===== config.mk =====
export PLATFORM = sky130hd
export DESIGN_NAME = chsh_trial_scheduler
export DESIGN_NICKNAME = d
export VERILOG_FILES = /design/src/rtl/chsh_pkg.sv /design/src/rtl/chsh_seed_lfsr.sv /design/src/rtl/chsh_trial_scheduler.sv
export SDC_FILE = /design/constraint.sdc
export NUM_CORES = 1
export LEC_CHECK = 0
export CORE_UTILIZATION = 64
export DETAILED_ROUTE_END_ITERATION = 12
export DONT_BUFFER_PORTS = 1
export HOLD_SLACK_MARGIN = 0.08
export PLACE_DENSITY_LB_ADDON = 0.15
export SETUP_SLACK_MARGIN = 0.4
export SLEW_MARGIN = 5
export SYNTH_ARGS = -nofsm -noshare
export SYNTH_HDL_FRONTEND = slang
export SYNTH_SLANG_ARGS = --single-unit

===== constraint.sdc =====
create_clock -name clk -period 3.1 [get_ports clk]
set_input_delay 0.31 -clock clk [delete_from_list [all_inputs] [get_ports clk]]
set_output_delay 0.31 -clock clk [all_outputs]
set_load 0.01 [all_outputs]

===== src/rtl/chsh_pkg.sv =====
// chsh_pkg: shared types and constants for the CHSH trial scheduler and its seed LFSR.
package chsh_pkg;

    typedef enum logic [1:0] {IDLE, ISSUE, WAIT, FINISH} state_t;

    // Setting pair encoding {x,y}; also the index of the per-setting tallies.
    typedef enum logic [1:0] {
        SET_X0Y0 = 2'b00,
        SET_X0Y1 = 2'b01,
        SET_X1Y0 = 2'b10,
        SET_X1Y1 = 2'b11
    } setting_t;

    localparam int NUM_SETTINGS = 4;

    localparam int LFSR_W     = 32;
    localparam int LFSR_TAP_A = 31;
    localparam int LFSR_TAP_B = 21;
    localparam int LFSR_TAP_C = 1;
    localparam int LFSR_TAP_D = 0;

    localparam logic [LFSR_W-1:0] ZERO_SEED_SUB = 32'h0000_0001;

    localparam int FRACTION_BITS = 12;

    function automatic logic [LFSR_W-1:0] lfsr_step(input logic [LFSR_W-1:0] l);
        return {l[LFSR_W-2:0], l[LFSR_TAP_A] ^ l[LFSR_TAP_B] ^ l[LFSR_TAP_C] ^ l[LFSR_TAP_D]};
    endfunction

endpackage


===== src/rtl/chsh_seed_lfsr.sv =====
// chsh_seed_lfsr: per-trial seed generator; a zero seed is replaced so the register never locks up.
module chsh_seed_lfsr
    import chsh_pkg::*;
(
    input  logic              clk,
    input  logic              rst_n,
    input  logic              load,
    input  logic [LFSR_W-1:0] seed,
    input  logic              advance,
    output logic [LFSR_W-1:0] value
);

    always_ff @(posedge clk or negedge rst_n) begin
        if (!rst_n) value <= ZERO_SEED_SUB;
        else if (load) value <= (seed == '0) ? ZERO_SEED_SUB : seed;
        else if (advance) value <= lfsr_step(value);
    end

endmodule


===== src/rtl/chsh_trial_scheduler.sv =====
// chsh_trial_scheduler: runs a batch of CHSH trials through the sampler and aggregates per-setting tallies and mu-cost.
module chsh_trial_scheduler
    import chsh_pkg::*;
#(
    parameter int TRIALS_W = 16,
    parameter int MU_W     = 24,
    parameter int TIMEOUT  = 16
) (
    input  logic                         clk,
    input  logic                         rst_n,
    input  logic                         cfg_start,
    input  logic                         cfg_abort,
    input  logic [TRIALS_W-1:0]          cfg_num_trials,
    input  logic [31:0]                  cfg_seed,
    output logic                         smp_start,
    output logic                         smp_alice_setting,
    output logic                         smp_bob_setting,
    output logic [31:0]                  smp_seed,
    input  logic                         smp_busy,
    input  logic                         smp_valid,
    input  logic                         smp_alice_outcome,
    input  logic                         smp_bob_outcome,
    input  logic [15:0]                  smp_mu_cost,
    output logic [4*TRIALS_W-1:0]        same_cnt_flat,
    output logic [4*TRIALS_W-1:0]        total_cnt_flat,
    output logic [MU_W-1:0]              mu_total,
    output logic [TRIALS_W-1:0]          trials_done,
    output logic                         busy,
    output logic                         done,
    output logic                         error
);

    localparam int TMR_W = $clog2(TIMEOUT + 1);

    state_t              state, state_nxt;
    logic [TRIALS_W-1:0] num_trials;
    logic [TRIALS_W-1:0] same_cnt  [NUM_SETTINGS];
    logic [TRIALS_W-1:0] total_cnt [NUM_SETTINGS];
    logic [TMR_W-1:0]    tmr;
    logic [31:0]         lfsr_q;
    logic [MU_W:0]       mu_sum;
    logic [1:0]          k;
    logic                accept, issue, complete, timeout, expired, last;

    chsh_seed_lfsr u_lfsr (
        .clk     (clk),
        .rst_n   (rst_n),
        .load    (accept),
        .seed    (cfg_seed),
        .advance (issue),
        .value   (lfsr_q)
    );

    assign expired = tmr == TMR_W'(TIMEOUT - 1);
    assign last    = (trials_done + TRIALS_W'(1)) == num_trials;
    assign k       = {smp_alice_setting, smp_bob_setting};
    assign mu_sum  = {1'b0, mu_total} + (MU_W + 1)'(smp_mu_cost);

    always_ff @(posedge clk or negedge rst_n) begin
        if (!rst_n) state <= IDLE;
        else state <= state_nxt;
    end

    // Abort outranks everything; the timeout outranks a result landing on the same edge.
    always_comb begin
        state_nxt = state;
        accept    = 1'b0;
        issue     = 1'b0;
        complete  = 1'b0;
        timeout   = 1'b0;
        if (cfg_abort) state_nxt = IDLE;
        else case (state)
            IDLE: if (cfg_start) begin
                accept    = 1'b1;
                state_nxt = (cfg_num_trials == '0) ? FINISH : ISSUE;
            end
            ISSUE: if (expired) begin
                timeout   = 1'b1;
                state_nxt = IDLE;
            end else if (!smp_busy) begin
                issue     = 1'b1;
                state_nxt = WAIT;
            end
            WAIT: if (expired) begin
                timeout   = 1'b1;
                state_nxt = IDLE;
            end else if (smp_valid) begin
                complete  = 1'b1;
                state_nxt = last ? FINISH : ISSUE;
            end
            FINISH: state_nxt = IDLE;
            default: state_nxt = IDLE;
        endcase
    end

    // The timeout window restarts every time a trial slot opens.
    always_ff @(posedge clk or negedge rst_n) begin
        if (!rst_n) tmr <= '0;
        else if (state_nxt == ISSUE && state != ISSUE) tmr <= '0;
        else if (state == ISSUE || state == WAIT) tmr <= tmr + TMR_W'(1);
    end

    always_ff @(posedge clk or negedge rst_n) begin
        if (!rst_n) begin
            smp_start         <= 1'b0;
            smp_alice_setting <= 1'b0;
            smp_bob_setting   <= 1'b0;
            smp_seed          <= '0;
            mu_total          <= '0;
            trials_done       <= '0;
            num_trials        <= '0;
            busy              <= 1'b0;
            done              <= 1'b0;
            error             <= 1'b0;
            for (int i = 0; i < NUM_SETTINGS; i++) begin
                same_cnt[i]  <= '0;
                total_cnt[i] <= '0;
            end
        end else begin
            smp_start <= issue;
            busy      <= state_nxt != IDLE;
            done      <= state == FINISH && !cfg_abort;
            if (accept) begin
                mu_total    <= '0;
                trials_done <= '0;
                num_trials  <= cfg_num_trials;
                error       <= 1'b0;
                for (int i = 0; i < NUM_SETTINGS; i++) begin
                    same_cnt[i]  <= '0;
                    total_cnt[i] <= '0;
                end
            end
            if (issue) begin
                smp_alice_setting <= trials_done[1];
                smp_bob_setting   <= trials_done[0];
                smp_seed          <= lfsr_q;
            end
            if (complete) begin
                total_cnt[k] <= total_cnt[k] + TRIALS_W'(1);
                if (smp_alice_outcome == smp_bob_outcome) same_cnt[k] <= same_cnt[k] + TRIALS_W'(1);
                mu_total    <= mu_sum[MU_W] ? '1 : mu_sum[MU_W-1:0];
                trials_done <= trials_done + TRIALS_W'(1);
            end
            if (timeout) error <= 1'b1;
        end
    end

    for (genvar i = 0; i < NUM_SETTINGS; i++) begin : g_flat
        assign same_cnt_flat[i*TRIALS_W +: TRIALS_W]  = same_cnt[i];
        assign total_cnt_flat[i*TRIALS_W +: TRIALS_W] = total_cnt[i];
    end

endmodule


=== After elaboration in Yosys (flattened, before gate mapping) ===
Index checks and enable logic that the tools add are counted.

* Logic and storage cells: 104
* Flip-flop bits (word level): 261
* Input port bits: 72
* Output and inout port bits: 206

* Add/sub/neg operators: 5
* Multiplexer cells: 50
* Bitwise gates (word level): 4
* Equal/unequal tests: 8
* Reduce and logical (&&, ||, !) cells: 14
* Order comparisons: 2

{| class="wikitable"
|+ Operator list
! cell !! number
|-
| two-way mux 64 bit || 5
|-
| bitwise mux 64 bit || 2
|-
| two-way mux 16 bit || 7
|-
| two-way mux 32 bit || 3
|-
| two-way mux 24 bit || 3
|-
| binary-select mux 16 bit (select 2 bit) || 2
|-
| adder 16 x 1 -> 16 bit, second input constant || 3
|-
| demux 16 bit (select 2 bit) || 1
|-
| zero test 32 bit || 1
|-
| adder 24 x 16 -> 25 bit || 1
|-
| equality test 16 bit || 1
|-
| zero test 16 bit || 1
|-
| two-way mux 1 bit || 16
|-
| two-way mux 2 bit || 8
|-
| two-way mux 5 bit || 2
|-
| nonzero test 2 bit || 5
|-
| case mux 2 bit (4 select lines) || 1
|-
| adder 5 x 1 -> 5 bit, second input constant || 1
|-
| equality test 5 x 4 -> 1 bit, second input constant || 1
|-
| equality test 2 x 1 -> 1 bit, second input constant || 2
|-
| equality test 2 bit, second input constant || 2
|-
| greater-or-equal comparator 3 bit, second input constant || 1
|-
| logical AND 1 bit || 3
|-
| < comparator 3 x 1 -> 1 bit, second input constant || 1
|-
| 8 further kinds || 10
|}

=== Longest topological paths before layout ===
Gate-level depths: netlist of the first run.

* Depth in word-level cells: 10
* Depth in mapped cells: 12
* Depth with buffers taken out: 10

=== By module ===
Synthesis of the first run repeated with hierarchy kept, for this count alone.

* Cells, all modules: 1313
* Area total of the unflattened synthesis: 13311.5 um^2

{| class="wikitable"
|+ Modules (own cells, without submodules)
! module !! area an instance (um^2) !! cells an instance !! times used !! sequential area each (um^2)
|-
| chsh_trial_scheduler || 11756.3 || 1161 || 1 || 5730.5
|-
| chsh_seed_lfsr || 1555.2 || 152 || 1 || 802.0
|}

=== Least setup slack after synthesis of the first run ===
No wires, ideal clock.

* Kind: register to register
* From: register tmr[0]
* To: register mu_total[21]
* Data required time: 2.974 ns
* Cell stages (with the launch flop): 11
* Arrival: 2.540 ns
* Buffers on the path: 1
* Slack: 0.434 ns
* Period minus slack after synthesis: 2.666 ns
* Library setup time: 0.126 ns
* Path through: dfrtp_1 ha_1 and3_1 ha_1 nor2b_1 and3_1 clkbuf_1 nand3_1 o32ai_1 a2111oi_0 a311o_1

* Word-level cells in the longest chain between the ends: 5
* Elaborated cells on any way between the ends: 6
* Classes of those cells: 1 x eq/ne; 4 x mux; 1 x reduce/logical

{| class="wikitable"
|+ Ends and longest elaborated chain
! item !! RTL line !! text
|-
| from (decl) || chsh_trial_scheduler.sv:39 || <nowiki>logic [TMR_W-1:0] tmr;</nowiki>
|-
| from (signal assigned) || chsh_trial_scheduler.sv:100 || <nowiki>else if (state == ISSUE || state == WAIT) tmr <= tmr + TMR_W'(1);</nowiki>
|-
| equality test 5 x 4 -> 1 bit (*) || chsh_trial_scheduler.sv:54 || <nowiki>assign expired = tmr == TMR_W'(TIMEOUT - 1);</nowiki>
|-
| two-way mux 1 bit (*) || chsh_trial_scheduler.sv:84 || <nowiki>WAIT: if (expired) begin</nowiki>
|-
| two-way mux 1 bit (*) || chsh_trial_scheduler.sv:72 || <nowiki>else case (state)</nowiki>
|-
| two-way mux 1 bit (*) || chsh_trial_scheduler.sv:71 || <nowiki>if (cfg_abort) state_nxt = IDLE;</nowiki>
|-
| two-way mux 24 bit or nonzero test 2 bit (tied branches) || - ||
|-
| to (signal assigned) || chsh_trial_scheduler.sv:141 || <nowiki>mu_total <= mu_sum[MU_W] ? '1 : mu_sum[MU_W-1:0];</nowiki>
|-
| to (decl) || chsh_trial_scheduler.sv:26 || <nowiki>output logic [MU_W-1:0] mu_total,</nowiki>
|}

Mark *: on every way between the ends. The rest lies on a longest branch, timed or not.
A chain may end at the register's enable or synchronous reset.

=== Final worst setup path of the first run ===
* From: register mu_total[1]
* To: register mu_total[11]

* Word-level cells in the longest chain between the ends: 3

{| class="wikitable"
|+ Ends and longest elaborated chain
! item !! RTL line !! text
|-
| adder 24 x 16 -> 25 bit || chsh_trial_scheduler.sv:57 || <nowiki>assign mu_sum = {1'b0, mu_total} + (MU_W + 1)'(smp_mu_cost);</nowiki>
|-
| two-way mux 24 bit || chsh_trial_scheduler.sv:141 ||
|-
| two-way mux 24 bit || chsh_trial_scheduler.sv:138 || <nowiki>if (complete) begin</nowiki>
|}

Every way passes these cells.

==> results of run 1 <==
[metal layers]
layer,up-vias,GRT usage (%),wire (um)
met4,0,10.5,1100
met3,88,8.59,3190
met5,-,0,0
met1,5222,42.4,13400
met2,521,54.7,17200
li1,4748,-,-
[flip-flops by register name (all words and copies together), names as in the netlist, 2 cells and up]
register        cells
mu_total           24
num_trials         16
same_cnt_flat      64
smp_seed           32
state               2
tmr                 5
total_cnt_flat     64
trials_done        16
u_lfsr.value       32
[final timing paths]
check                                from  slack [ns]  cells after the start         endpoint
min in group clk           smp_mu_cost[1]        0.15                      3      mu_total[1]
min reg2reg                num_trials[14]        0.50                      2   num_trials[14]
min                                 rst_n       -0.52                      0      mu_total[4]
max                           mu_total[1]        0.50                      8     mu_total[11]
max in group asynchronous           rst_n        3.13                      0  smp_bob_setting
max reg2reg                   mu_total[1]        0.50                      8     mu_total[11]
[cell usage in the layout (no fill, tap or decap), drive strengths merged, types with 7 or more instances in the layout]
| cell type | instances |
|---|---|
| clkbuf | 40 |
| o21ai | 168 |
| buf | 34 |
| a21oi | 45 |
| nand4 | 12 |
| mux2i | 7 |
| ha | 26 |
| and3 | 13 |
| nor4 | 15 |
| nor2 | 45 |
| dfrtp | 260 |
| a31oi | 16 |
| mux4 | 31 |
| a222oi | 30 |
| xnor2 | 42 |
| mux2 | 35 |
| dlygate4sd3 | 52 |
| a21o | 10 |
| nand2b | 7 |
| nor3 | 19 |
| and2 | 13 |
| nand2 | 99 |
| nand3 | 149 |
| inv | 52 |
| xor2 | 24 |
[stage by stage]
| step | hold slack, ns | cells | utilization [%] | setup WS [ns] | power [mW] |
|---|---|---|---|---|---|
| detailed placement | 0.0201 | 1494 | 66.4 | 0.262 | 6.93 |
| finish | -0.523 | 1598 | 74.3 | 0.499 | 10.5 |
| floorplan | 0.0144 | 1281 | - | 0.434 | 6.37 |
| CTS | -0.536 | 1592 | 73.6 | 0.387 | 10.3 |
| global placement | 0.0196 | 1494 | 66.4 | 0.339 | 6.85 |
| global route | -0.533 | 1598 | 74.3 | 0.387 | 11.0 |
[worst max-delay path: cells and delay by family, from the launching register on]
kind            cells  cell delay (ns)
mux                 1             0.11
flops               1             0.46
fa+ha+maj           1             0.32
compound gates      6             1.60
[cell type report]
type / instances / area, sq um
clock buffer: 40 / 774
clock inverter: 6 / 130
fill: 1370 / 5200
inverter: 52 / 195
multi-input combinational: 883 / 6240
sequential: 261 / 6540
tap: 270 / 338
timing repair buffer: 86 / 817
[what timing repair did]
action                                  4_1_cts  5_1_grt
endpoints found under the hold margin       312      261
pin swaps                                     1        7
endpoints found under the setup margin       46      166
buffers inserted                              0        6
resized for setup                             7       25
[logic make-up (layout without fill, tap and decap cells)]
family / Yosys count / in the layout / share of synthesized area, %
fa+ha+maj: 27 / 27 / 2.62
compound gates: 321 / 321 / 15.3
flops: 261 / 261 / 49.6
simple gates: 396 / 396 / 15.2
buf+inv: 137 / 184 / 4.19
xor+xnor: 66 / 66 / 4.39
mux: 73 / 73 / 8.82
[power groups by stage]
stage	Clock (mW)	Sequential [mW]	Combinational, mW
2_1_floorplan	0	4.51	1.86
3_3_place_gp	0	4.70	2.15
3_5_place_dp	0	4.72	2.21
4_1_cts	3.39	4.67	2.29
5_1_grt	3.54	4.74	2.69
6_report	3.35	4.68	2.45
==> impl_metrics.toml, run 1 <==
[status]
outcome = "finished with violations"
violations = "negative hold slack"

[timing]
tightest_slew_ns = 0.725
rsz0062_at_grt = "no"
fin_worst_skew_ns = 0.0119
timing.fmax_mhz = 385
setup_violations = 0
final.setup.tns_ns = 0
max-slew-margin-rel_pct = 51.5
finalCritPeriodShare_pct = 83.9
drv_slew = 0
finalHoldViolCount = 261
period_needed_ns = 2.60
hold_slack_ns = -0.523

[floorplanning]
die_w_um = 146
rows = 52
io_pins = 278
initial_core_util_pct = 65.1
fp.coreArea_sq_um = 20200
die_area_sq_um = 21200
die_height_um = 146

[drt]
viasPerCell = 6.62
dr.pass1.iters = 8
drcViolationCount = 0
wirelength_um = 34900
wire_per_inst_um = 21.8
via_count = 10600
drt_iter0_markers = 723
drtAntennaViolNets = 0

[place]
io_buffers = 0
place_area_sq_um = 13400
hpwl_um = 21900
gp_congestion = 0.888

[synthesis]
yosys.area.top_type_share_pct = 49.4
syn-instance-count = 1281
yosysWarnings = 0
syn-num-nets = 1380
synth.most_common_cell = "dfrtp_1"
ys_ff_latch = 261
synth.largest_area_cell = "dfrtp_1"
synth_area_leaders = "dfrtp_1, o21ai_0, nand3_1, mux4_2, mux2_2"
synth_edf_count = 0
synth_cell_types = 72
syn_area_sq_um = 13200
ys.flop_type = "dfrtp_1"
synth.yosys.seq_area_share_pct = 49.6
synthArstFlopShare_pct = 100
synthTopCellsByCount = "dfrtp_1, o21ai_0, nand3_1"
syn_avg_cell_area_sq_um = 10.3

[clock_network]
cts_tree = "built"
cts_buffers = 27
cts_root_buf = "clkbuf_16"
hold_buffers = 52
htree_levels = 1
clkTransAtPathRegs_ns = 0.06
cts_buffer_depth = 3
clock_sinks = 261
clk_latency_ns = 0.53

[pwr]
pwr-share-seq_pct = 44.7
internal-power_mw = 7.18
combPwrFrac_pct = 23.4
clkPwrFrac_pct = 32.0
p_leak_nw = 6.52
switching_power_mw = 3.31
switching_share_pct = 31.6
powerDensity_nw_per_um2 = 698
peakVddDrop_mv = 0.493

[min_path]
hp-class = "in2async"

[setup_path]
path_cells = "ha_1 > a211oi_1 > o211ai_1 > a31oi_2 > o21bai_1 > a21oi_2 > mux2i_1 > a221o_1"
cp.required_ns = 3.51
arrival_ns = 3.01
critPathKind = "reg2reg"
critPathLaunchType = "flip-flop"
critPathCaptureType = "flip-flop"
slowest_delay_ns = 0.46
crit_slowest_cell = "dfrtp_1"
worstPathMaxFanout = 4

[global_routing]
grt_pass1_vias = 10600
groute.usage.overall_pct = 32.9
grt_pass1_wl_um = 56500
antenna_found_initial = 0
grt_max_degree = 262
grt_overflow_total = 0

[final_layout]
n_antenna_cell = 0
final_cell_area_sq_um = 15000
layout-drive-gt1-share_pct = 13.3
area_growth_pct = 14.1
nets = 1410

[job]
max_cap_violations = 0
Note: power is estimated with default switching activity, not from simulation.
==> inputs of run 2 (changes only) <==
- ABC_AREA: unset -> 1
- clock period: 3.1 -> 2.4 ns (I/O delays scaled with it)
==> impl_metrics.toml, run 2 <==
[synthesis]
synth.most_common_cell = "nand2_1"
synth.yosys.seq_area_share_pct = 48.6
synth.largest_area_cell = "dfrtp_1"
syn_avg_cell_area_sq_um = 8.05
ys.flop_type = "dfrtp_1"
synth_edf_count = 0
synthArstFlopShare_pct = 100
synth_area_leaders = "dfrtp_1, nand2_1, nand3_1, o21ai_0, inv_1"
yosysWarnings = 0
syn_area_sq_um = 13400
synthTopCellsByCount = "nand2_1, dfrtp_1, nand3_1"
syn-instance-count = 1669
syn-num-nets = 1768
synth_cell_types = 55
ys_ff_latch = 261
yosys.area.top_type_share_pct = 48.4

[clock_network]
cts_root_buf = "clkbuf_16"
cts_buffer_depth = 3
cts_buffers = 27
clock_sinks = 261
htree_levels = 1

[global_routing]
groute.usage.overall_pct = 76.9
grt_overflow_total = 44
grt_max_degree = 262

[place]
place_area_sq_um = 14400
hpwl_um = 25300
io_buffers = 0
post-place-ws_ns = -0.0213
gp_congestion = 0.909

[floorplanning]
rows = 52
die_w_um = 147
die_height_um = 147
initial_core_util_pct = 65.8
io_pins = 278

[timing]
repair-timing-grt-worst-ep = "total_cnt_flat[62]$_DFF_PN0_/D"
worst_endpoint_kind = "register input"

[status]
haltStage = "global routing"
first-error = "[ERROR GRT-0232] Routing congestion too high. Check the congestion heatmap in the GUI."
outcome = "aborted with a tool error"
==> run 2: changes by cell type after synthesis, moves of 13 or more <==
cell      change
o21ai_1      +14
nand2_1     +436
o211ai_1     +20
mux4_2       -31
inv_2        +16
o21ai_0      -20
a22oi_1      +13
a31oi_1      -13
inv_1        +44
a222oi_1     -30
xnor2_1      -26
mux2_2       -35
nand3_1      +46
==> run 2: kinds of logic after synthesis <==
kind of cell / after synthesis / share of synthesized area [%]
AO/OA/AOI/OAI: 286 / 12.1
XOR/XNOR: 50 / 3.53
adder cells (fa/ha/maj): 27 / 2.57
buffers and inverters: 183 / 5.38
flip-flops: 261 / 48.6
multiplexers: 1 / 0.0745
AND/OR/NAND/NOR: 861 / 27.7
==> run 2: timing repair <==
item,CTS
endpoints found under the setup margin,242
hold buffers,53
gates resized for setup,196
pin swaps,74
hold endpoints to repair,328
cloned,10
setup buffers,70
==> run 2: per-layer routing <==
metal	overflow	GRT usage, %
met1	0	80.2
met2	16	94.9
met3	2	59.8
met4	26	71.2
met5	0	18.2
==> run 2: per-stage QoR <==
step                hold WS, ns  std cells
floorplan               -0.0556       1669
global placement        -0.0509       1918
detailed placement      -0.0499       1918
CTS                      -0.624       2096
==> inputs of run 3 (changes only) <==
- CORE_UTILIZATION: 64 -> 40
- HOLD_SLACK_MARGIN: 0.08 -> unset
- SETUP_SLACK_MARGIN: 0.4 -> unset
==> impl_metrics.toml, run 3 <==
[pwr]
clkPwrFrac_pct = 29.4
pwr-share-seq_pct = 40.3
peakVddDrop_mv = 0.608
switching_power_mw = 5.50
powerDensity_nw_per_um2 = 931
combPwrFrac_pct = 30.3
p_leak_nw = 7.69
switching_share_pct = 35.8
internal-power_mw = 9.86

[floorplanning]
die_w_um = 185
rows = 66
die_height_um = 185
io_pins = 278
initial_core_util_pct = 41.0
fp.coreArea_sq_um = 32800
die_area_sq_um = 34300

[synthesis]
synth_cell_types = 55
synthArstFlopShare_pct = 100
ys_ff_latch = 261
synthTopCellsByCount = "nand2_1, dfrtp_1, nand3_1"
synth_area_leaders = "dfrtp_1, nand2_1, nand3_1, o21ai_0, inv_1"
synth.most_common_cell = "nand2_1"
synth_edf_count = 0
yosys.area.top_type_share_pct = 48.4
syn_avg_cell_area_sq_um = 8.05
synth.largest_area_cell = "dfrtp_1"
yosysWarnings = 0
syn_area_sq_um = 13400
syn-num-nets = 1768
synth.yosys.seq_area_share_pct = 48.6
syn-instance-count = 1669
ys.flop_type = "dfrtp_1"

[global_routing]
grt_max_degree = 262
grt_pass1_wl_um = 66200
grt_pass1_vias = 11800
antenna_found_initial = 0
groute.usage.overall_pct = 24.3
grt_overflow_total = 0

[place]
gp_congestion = 0.908
io_buffers = 0
placed_cells = 2109
hpwl_um = 28700

[clock_network]
clock_sinks = 261
cts_buffers = 31
clk_latency_ns = 0.56
clkTransAtPathRegs_ns = 0.06
cts_buffer_depth = 3
cts_root_buf = "clkbuf_16"
htree_levels = 1
cts_tree = "built"

[setup_path]
reg2reg_from = "smp_bob_setting"
crit_start = "smp_bob_setting"
r2r_cells = 12
path_cells = "buf_12 > nor2_8 > buf_4 > inv_2 > buf_4 > o21ai_4 > nand2_1 > nor3_1 > nand2_1 > xnor2_2 > nand2_1 > nand2_1"
worstPathMaxFanout = 8
path_common_cell = "nand2_1"
ff2ff_setup_slack_ns = 0.01
r2r_end = "same_cnt_flat[14]"
critPathKind = "reg2reg"
arrival_ns = 2.88
slowest_delay_ns = 0.47
cp.required_ns = 2.89
crit_slowest_cell = "dfrtp_2"
critPathCaptureType = "flip-flop"
critPathLaunchType = "flip-flop"

[drt]
wire_per_inst_um = 18.8
viasPerCell = 5.39
dr.pass1.iters = 5
drcViolationCount = 0
drt_iter0_markers = 780
via_count = 12100
wirelength_um = 42000
drtAntennaViolNets = 0

[timing]
finalHoldViolCount = 261
hold_slack_ns = -0.617
fin_worst_skew_ns = 0.0113
drv_slew = 0
timing.fmax_mhz = 419
setup_violations = 0
rsz0062_at_grt = "yes"
finalCritPeriodShare_pct = 99.6
period_needed_ns = 2.39
max-slew-margin-rel_pct = 36.0
tightest_slew_ns = 0.960

[min_path]
hp-class = "in2async"

[final_layout]
area_growth_pct = 22.7
mostFrequentLayoutCells = "nand2_1, dfrtp_1, nand3_1, o21ai_0, inv_1"
layout-drive-gt1-share_pct = 15.6
n_antenna_cell = 0
stdcell_count = 2238
fin_util_pct = 50.3
final_common_cell = "nand2_1"
nets = 1875

[status]
outcome = "finished with violations"
violations = "negative hold slack"

[job]
max_cap_violations = 0
run 3: worst max-delay path: cells and delay by family, from the launching register on:
family	cells	cell delay (ns)
compound gates	1	0.20
xor+xnor	1	0.27
buf+inv	4	0.57
flops	1	0.47
simple gates	6	0.82
run 3: through the flow:
stage | total power [mW] | instance area [sq um] | setup WS [ns] | setup TNS [ns]
floorplan | 9.02 | 13500 | 0.0110 | 0
global placement | 10.4 | 14400 | -0.0164 | -0.0164
detailed placement | 10.5 | 14400 | -0.0218 | -0.169
CTS | 15.4 | 16100 | -0.0138 | -0.0138
global route | 16.3 | 16500 | -0.0984 | -2.28
finish | 15.4 | 16500 | 0.0106 | 0
run 3: worst max-delay path by stage:
stage	end	slack, ns
2_1_floorplan	same_cnt_flat[22]	0.01
4_1_cts	same_cnt_flat[56]	-0.01
5_1_grt	total_cnt_flat[15]	-0.1
3_5_place_dp	total_cnt_flat[62]	-0.02
3_3_place_gp	same_cnt_flat[56]	-0.02
6_report	same_cnt_flat[14]	0.01
run 3: cell type report:
type / instances / area [sq um]
Clock inverter: 9 / 80.1
Tap cell: 442 / 553
Sequential cell: 261 / 6540
Multi-Input combinational cell: 1225 / 6620
Fill cell: 3152 / 16300
Clock buffer: 44 / 885
Inverter: 112 / 433
Timing Repair Buffer: 145 / 1390
run 3: kinds of logic (layout without fill, tap and decap cells):
logic type,after synthesis,count (layout),synth area share [%]
fa+ha+maj,27,27,2.57
xor+xnor,50,50,3.53
buf+inv,183,310,5.38
mux,1,1,0.0745
compound gates,286,286,12.1
flops,261,261,48.6
simple gates,861,861,27.7
run 3: power groups by stage:
stage / logic [mW] / clock network (mW) / registers, mW
final: 4.65 / 4.51 / 6.19
after CTS: 4.58 / 4.62 / 6.20
after global placement: 4.14 / 0 / 6.26
after floorplan: 2.91 / 0 / 6.10
after detailed placement: 4.20 / 0 / 6.27
after global routing: 5.20 / 4.81 / 6.31
run 3: layer usage:
layer	vias up	track usage (%)	wire, um
met5	-	0	0
li1	5810	-	-
met1	5805	31.8	17900
met2	382	39.6	19800
met3	77	6.33	3390
met4	0	6.12	949
run 3: timing repair:
action	in CTS	in global routing
pin swaps	12	46
setup buffers	9	12
hold buffers	53	1
resized for setup	13	110
cloned	2	0
endpoints found under the hold margin	315	268
setup endpoints to repair	31	158
